===== config.mk =====
export PLATFORM = sky130hd
export DESIGN_NAME = decode
export DESIGN_NICKNAME = d
export VERILOG_FILES = /design/src/rtl/decode.sv
export SDC_FILE = /design/constraint.sdc
export NUM_CORES = 2
export LEC_CHECK = 0
export BUFFER_PORTS_ARGS = -buffer_cell sky130_fd_sc_hd__buf_2
export CORE_MARGIN = 5
export CORE_UTILIZATION = 60
export DETAILED_ROUTE_END_ITERATION = 16
export PLACE_DENSITY = 0.74
export SETUP_SLACK_MARGIN = 0.2
export SLEW_MARGIN = 5
export SYNTH_ARGS = -nofsm -noshare
export SYNTH_HDL_FRONTEND = slang
export SYNTH_SLANG_ARGS = --single-unit

===== constraint.sdc =====
create_clock -name clk -period 6.55 [get_ports clk]
set_input_delay 1.31 -clock clk [delete_from_list [all_inputs] [get_ports clk]]
set_output_delay 1.31 -clock clk [all_outputs]
set_load 0.02 [all_outputs]

===== src/rtl/decode.sv =====
// decode: MIPS decode stage with register file, beq/j resolution and load-use stall
module decode (
  input  logic        clk,
  input  logic        reset,
  input  logic [31:0] ir,
  input  logic [31:0] npc,
  input  logic        wb_we,
  input  logic [4:0]  wb_addr,
  input  logic [31:0] wb_data,
  output logic [31:0] pc_i,
  output logic        pc_s,
  output logic        stall,
  output logic [31:0] a,
  output logic [31:0] b,
  output logic [31:0] imm,
  output logic [4:0]  dest,
  output logic [31:0] npc_o,
  output logic [31:0] ir_o,
  output logic        reg_write,
  output logic        mem_read,
  output logic        mem_write,
  output logic        alu_src,
  output logic [2:0]  alu_op
);
  logic [31:0] rf [32];
  logic [5:0]  op, funct;
  logic [4:0]  rs, rt, rd;
  logic [31:0] rs_val, rt_val, sext;
  logic        is_r, r_ok, is_addi, is_lw, is_sw, is_beq, is_j, bubble;
  logic [2:0]  r_alu;
  assign op      = ir[31:26];
  assign funct   = ir[5:0];
  assign rs      = ir[25:21];
  assign rt      = ir[20:16];
  assign rd      = ir[15:11];
  assign sext    = {{16{ir[15]}}, ir[15:0]};
  assign is_r    = op == 6'h00;
  assign is_addi = op == 6'h08;
  assign is_lw   = op == 6'h23;
  assign is_sw   = op == 6'h2b;
  assign is_beq  = op == 6'h04;
  assign is_j    = op == 6'h02;
  assign r_ok    = is_r && (funct == 6'h20 || funct == 6'h22 || funct == 6'h24 ||
                            funct == 6'h25 || funct == 6'h2a);
  assign r_alu   = funct == 6'h22 ? 3'd1 : funct == 6'h24 ? 3'd2 :
                   funct == 6'h25 ? 3'd3 : funct == 6'h2a ? 3'd4 : 3'd0;
  // Write-through bypass so a same-cycle write-back is visible to this read
  assign rs_val  = rs == 5'd0 ? 32'd0 : (wb_we && wb_addr == rs) ? wb_data : rf[rs];
  assign rt_val  = rt == 5'd0 ? 32'd0 : (wb_we && wb_addr == rt) ? wb_data : rf[rt];
  assign stall   = mem_read && dest != 5'd0 &&
                   (dest == rs || (dest == rt && (is_r || is_beq || is_sw)));
  assign bubble  = stall || !(r_ok || is_addi || is_lw || is_sw || is_beq || is_j);
  assign pc_i    = is_beq ? npc + {sext[29:0], 2'b00} :
                   is_j   ? {npc[31:28], ir[25:0], 2'b00} : npc;
  assign pc_s    = !stall && ((is_beq && rs_val == rt_val) || is_j);
  always_ff @(posedge clk) begin
    if (reset) begin
      for (int i = 0; i < 32; i++) rf[i] <= 32'd0;
      a <= '0; b <= '0; imm <= '0; dest <= '0; npc_o <= '0; ir_o <= '0;
      reg_write <= 1'b0; mem_read <= 1'b0; mem_write <= 1'b0; alu_src <= 1'b0;
      alu_op <= '0;
    end else begin
      if (wb_we && wb_addr != 5'd0) rf[wb_addr] <= wb_data;
      a         <= rs_val;
      b         <= rt_val;
      imm       <= sext;
      npc_o     <= npc;
      ir_o      <= bubble ? 32'd0 : ir;
      dest      <= bubble ? 5'd0 : is_r ? rd : (is_addi || is_lw) ? rt : 5'd0;
      reg_write <= !bubble && (r_ok || is_addi || is_lw);
      mem_read  <= !bubble && is_lw;
      mem_write <= !bubble && is_sw;
      alu_src   <= !bubble && (is_addi || is_lw || is_sw);
      alu_op    <= (!bubble && r_ok) ? r_alu : 3'd0;
    end
  end
endmodule

* Word level (Yosys, flattened, before mapping) *
Memories as Yosys holds them, arrays and structs flattened.
Cells that the tools add are included.

operators by class
  add/subtract/negate cells = 1
  eq/ne operators = 15
  mux-type cells = 20
  bitwise logic cells = 1
  reduce and logical (&&, ||, !) cells = 43

operators with widths
  cell                                                 number
  2-to-1 mux 32 bit                                    6
  equality test 6 bit, second input constant           7
  adder 32 bit                                         1
  equality test 32 bit                                 1
  OR reduction 32 bit                                  1
  2-to-1 mux 28 bit                                    1
  equality test 5 bit                                  4
  logical OR 1 bit                                     16
  2-to-1 mux 5 bit                                     3
  logical AND 1 bit                                    14
  zero test 5 bit                                      2
  nonzero test 5 bit                                   2
  2-to-1 mux 1 bit                                     7
  equality test 6 x 2 -> 1 bit, second input constant  1
  equality test 6 x 3 -> 1 bit, second input constant  1
  equality test 6 x 4 -> 1 bit, second input constant  1
  zero test 6 bit                                      1
  OR reduction 5 bit                                   1
  2-to-1 mux 2 bit                                     2
  OR reduction 2 bit                                   2
  zero test 1 bit                                      3
  2-to-1 mux 3 bit                                     1
  OR reduction 3 bit                                   1
  inverter 1 bit                                       1

storage, ports and cells
  flip-flop bits (word level) = 156
  RAM bits = 1,024
  input port bits = 104
  memories = 1

memory list
  name  words  bits a word  read ports  clocked after Yosys merged registers in  write ports  RTL line  RTL
  rf    32     32           2           0                                        32           25        logic [31:0] rf [32];

* Longest topological paths before layout *
  depth in word-level cells = 17
  depth in mapped cells = 15
  gate-level depth less buffers = 13

* Worst setup path before layout *
No wires, ideal clock.

  path kind = in2out
  start = input ir[21]
  end = output pc_s
  data arrival time = 4,057 ps
  slack = 1,183 ps
  cell stages on the path = 12
  buffers on the path = 4
  cell sequence = clkbuf_1 -> buf_4 -> buf_4 -> buf_2 -> mux4_2 -> mux4_2 -> a22oi_1 -> nand2_1 -> xor2_1 -> nor4_2 -> nand3_1 -> o22ai_2

between the ends
  word-level cells in the longest chain between the ends = 8

RTL lines
  what                                                                               RTL line  RTL
  start, declared                                                                    5         input logic [31:0] ir,
  parallel branches: the longest is 7 deep, another holds memory read (32 x 32 bit)  -
  logical AND 1 bit (*)                                                              55        assign pc_s = !stall && ((is_beq && rs_val == rt_val) || is_j);
  end, declared                                                                      11        output logic pc_s,

Mark *: on every way between the ends.

* Worst setup path after layout *
Same ends and word-level chain as after synthesis.

==> impl_metrics.toml <==
[detailed_routing]
ant_nets = 0
first_pass_iters = 6
vias = 44500
routed_wl_mm = 227
routedWlPerCell_um = 37.0
via_per_inst = 7.25
initialDrtViolationCount = 8202
drc = 0

[timing]
max_freq_mhz = 154
finClkSkew_ps = 14.3
setup_ws_ps = 71.5
max_slew_margin = 0.115
fin_crit_sh = 0.989
setup_tns_ps = 0
hold_viol_final = 0
rsz0062_at_grt = "yes"
setup_viol = 0
hold_ws_ps = 816
period_needed_ps = 6480
slew_violations = 0
worst_pin_slew_ps = 1330

[critical_path]
startpoint_type = "primary input"
critical-path-max-stage-delay_ps = 920
critPathTopFamily = "simple AND/OR/NAND/NOR gates"
reg2reg_depth = 8
r2r_slack_ps = 3680
r2r-start = "dest[1]"
crit_top_cell = "nand2_1"
rr_endpoint = "reg_write"
crit_path_top_delay_cell = "nor2_2"
crit_fanout = 24
crit_chain = "buf_8 > buf_12 > or4_1 > nand2_1 > nor2_2 > buf_4 > a22oi_1 > nand2_1 > xnor2_1 > nor4_2 > nand3_2 > o22ai_2 > buf_2"
arrival_ps = 5170
cp.required_ps = 5240
cp-end-kind = "output pin"
path_class = "primary input to output pin"
cp.buffers_inverters = 4

[clocking]
post_cts_buffers = 0
clk_pin_slew_ps = 60
numCtsBuffers = 121
clock_latency_ps = 730
ctsHoldBuffers = 0
htreeDepth = 3
cts_tree = "yes"
root_buffer = "clkbuf_16"
clockBufferDepth = 3
cts.sinks = 1180

[global_route]
grt_pass1_vias = 42600
overflow = 0
grt_pass1_wl_mm = 315
grt_max_degree = 106
antenna_found_initial = 37
grt_usage = 0.411

[worst_hold_path]
worstHoldPathCells = 2
min_path_type = "primary input to flip-flop"
whs_endpoint = "npc_o[1]"
min-delay-start = "npc[1]"

[power_and_ir_drop]
power.total_mw = 18.5
p_leak_nw = 25.7
power_per_cell_area_nw_per_um2 = 265
ir_drop_mv = 0.279

[layout]
layout.cells.non_filler = 6135
drive_gt1_frac = 0.284
area_growth_pct = 13.2
final_util = 0.685
design_area_um2 = 69900
fill_cells = 6953
finalNetCount = 4765

[synthesis]
syn-cell-area_um2 = 61800
synth_edf_count = 1024
synth_cells = 4369
synthTopCellsByCount = "1,026 x and2_1, 1,024 x edfxtp_1, 481 x mux4_2"
async_flop_share = 0
yosysSeqAreaShare = 0.548
synth_seq_cells = 1180
yosysMostFrequentCell = "and2_1"
avgSynthCellArea_um2 = 14.1
synth_area_leaders = "edfxtp_1 50%, mux4_2 18%, and2_1 10%"
yosys_warnings = 0
synth_ff_type = "edfxtp_1"
yosysTopAreaCell = "edfxtp_1"
synth_cell_type_count = 74
synth_top_area_share = 0.498

[floorplan]
core_um2 = 102000
die_w_um = 331
die-area_um2 = 110000
start_util = 0.606
io_pins = 310
die_h_um = 331
rows = 117

[placement]
dpl-instance-area_um2 = 65700
hpwl_mm = 135
dp.cells = 5875
place.gp.congestion = 0.913
io_buffers = 309
place_ws_ps = -85.9

[outcome]
status = "finished clean"

[run]
maxCapViolations = 0
==> worst max path at each step <==
stage / from / endpoint / slack, ps / cells after the start
after floorplan: ir[21] / pc_s / 1180 / 12
after global placement: ir[16] / pc_s / -50 / 12
after detailed placement: ir[21] / pc_s / -90 / 13
after CTS: ir[21] / pc_s / 210 / 14
after global routing: ir[21] / pc_s / 140 / 13
final: ir[21] / pc_s / 70 / 13
==> logic make-up (layout without fill, tap and decap cells) <==
kind of cell | count (synthesis) | in the layout | synth area share
AOI/OAI and AO/OA | 447 | 447 | 0.0501
xor gates and xnor gates | 63 | 63 | 0.00893
adders and majority gates | 30 | 30 | 0.00619
buffers and inverters | 461 | 796 | 0.0331
DFF | 1180 | 1180 | 0.548
muxes | 684 | 684 | 0.210
other | 1 | 64 | 0.0000607
and+or+nand+nor | 1503 | 1503 | 0.143
==> timing repair <==
item                                    in CTS  in global routing
cloned                                       0                  1
pin swaps                                    0                  1
endpoints found under the setup margin       1                  2
endpoints found under the hold margin        0                  0
gates resized for setup                      3                  8
==> state kept, by name (all words and copies together) (netlist names) <==
register	flops
mem_write	1
b	32
npc_o	32
rf	1024
ir_o	32
imm	16
reg_write	1
dest	5
a	32
alu_op	3
mem_read	1
alu_src	1
==> cell usage in the layout (no fill, tap or decap), types with 17 or more instances in the layout <==
cell,Yosys,layout
o22ai_1,42,42
inv_1,23,23
and2_1,1026,1026
o21ai_0,61,61
nor3_1,21,19
or2_2,39,38
clkbuf_16,0,132
nand3_1,21,19
ha_1,29,29
nor2_1,123,89
o221ai_1,26,26
a21oi_1,83,82
nor2_4,0,31
o211ai_1,19,19
mux2i_1,176,176
mux2_2,21,21
a211oi_1,32,32
buf_2,54,300
conb_1,1,33
xnor2_1,32,32
buf_12,1,27
nand2_1,99,99
xor2_1,31,31
a22oi_1,59,58
a221oi_1,17,17
diode_2,0,31
buf_4,48,209
dfxtp_1,156,156
edfxtp_1,1024,1024
clkinv_2,0,31
nor2b_1,94,93
mux4_2,481,481
==> per-layer routing <==
| layer | track usage | vias to the layer above | routed length [um] |
|---|---|---|---|
| li1 | - | 17100 | - |
| met1 | 0.532 | 21900 | 74000 |
| met2 | 0.602 | 4410 | 97300 |
| met3 | 0.161 | 1059 | 38600 |
| met4 | 0.224 | 22 | 16500 |
| met5 | 0.00887 | - | 334 |
==> cell type report <==
type,count,area [um2],area share
antenna,31,77.6,0.00111
inverter,24,90.1,0.00129
multi-input combinational,2760,26300,0.376
sequential,1180,33900,0.484
timing repair buffer,544,3740,0.0535
tap,1368,1710,0.0245
clock inverter,74,659,0.00943
clock buffer,154,3460,0.0495
==> worst reg2reg max path, stage by stage, from the launching register on <==
cell and delay (ps):
dfxtp_1 350, or4_1 510, o21ai_0 180, a21oi_1 60, buf_4 210, nor3_2 190, buf_4 330, nor3b_1 700
or2_2 260
==> power by group <==
| group | internal [mW] | total, mW | leakage [nW] | switching (mW) |
|---|---|---|---|---|
| registers | 8.59 | 8.80 | 11.0 | 0.218 |
| logic | 1.03 | 2.58 | 12.6 | 1.55 |
| clock network | 4.10 | 7.17 | 2.06 | 3.07 |
| total | 13.7 | 18.5 | 25.7 | 4.83 |
No activity file was read; power rests on OpenSTA's default activity.
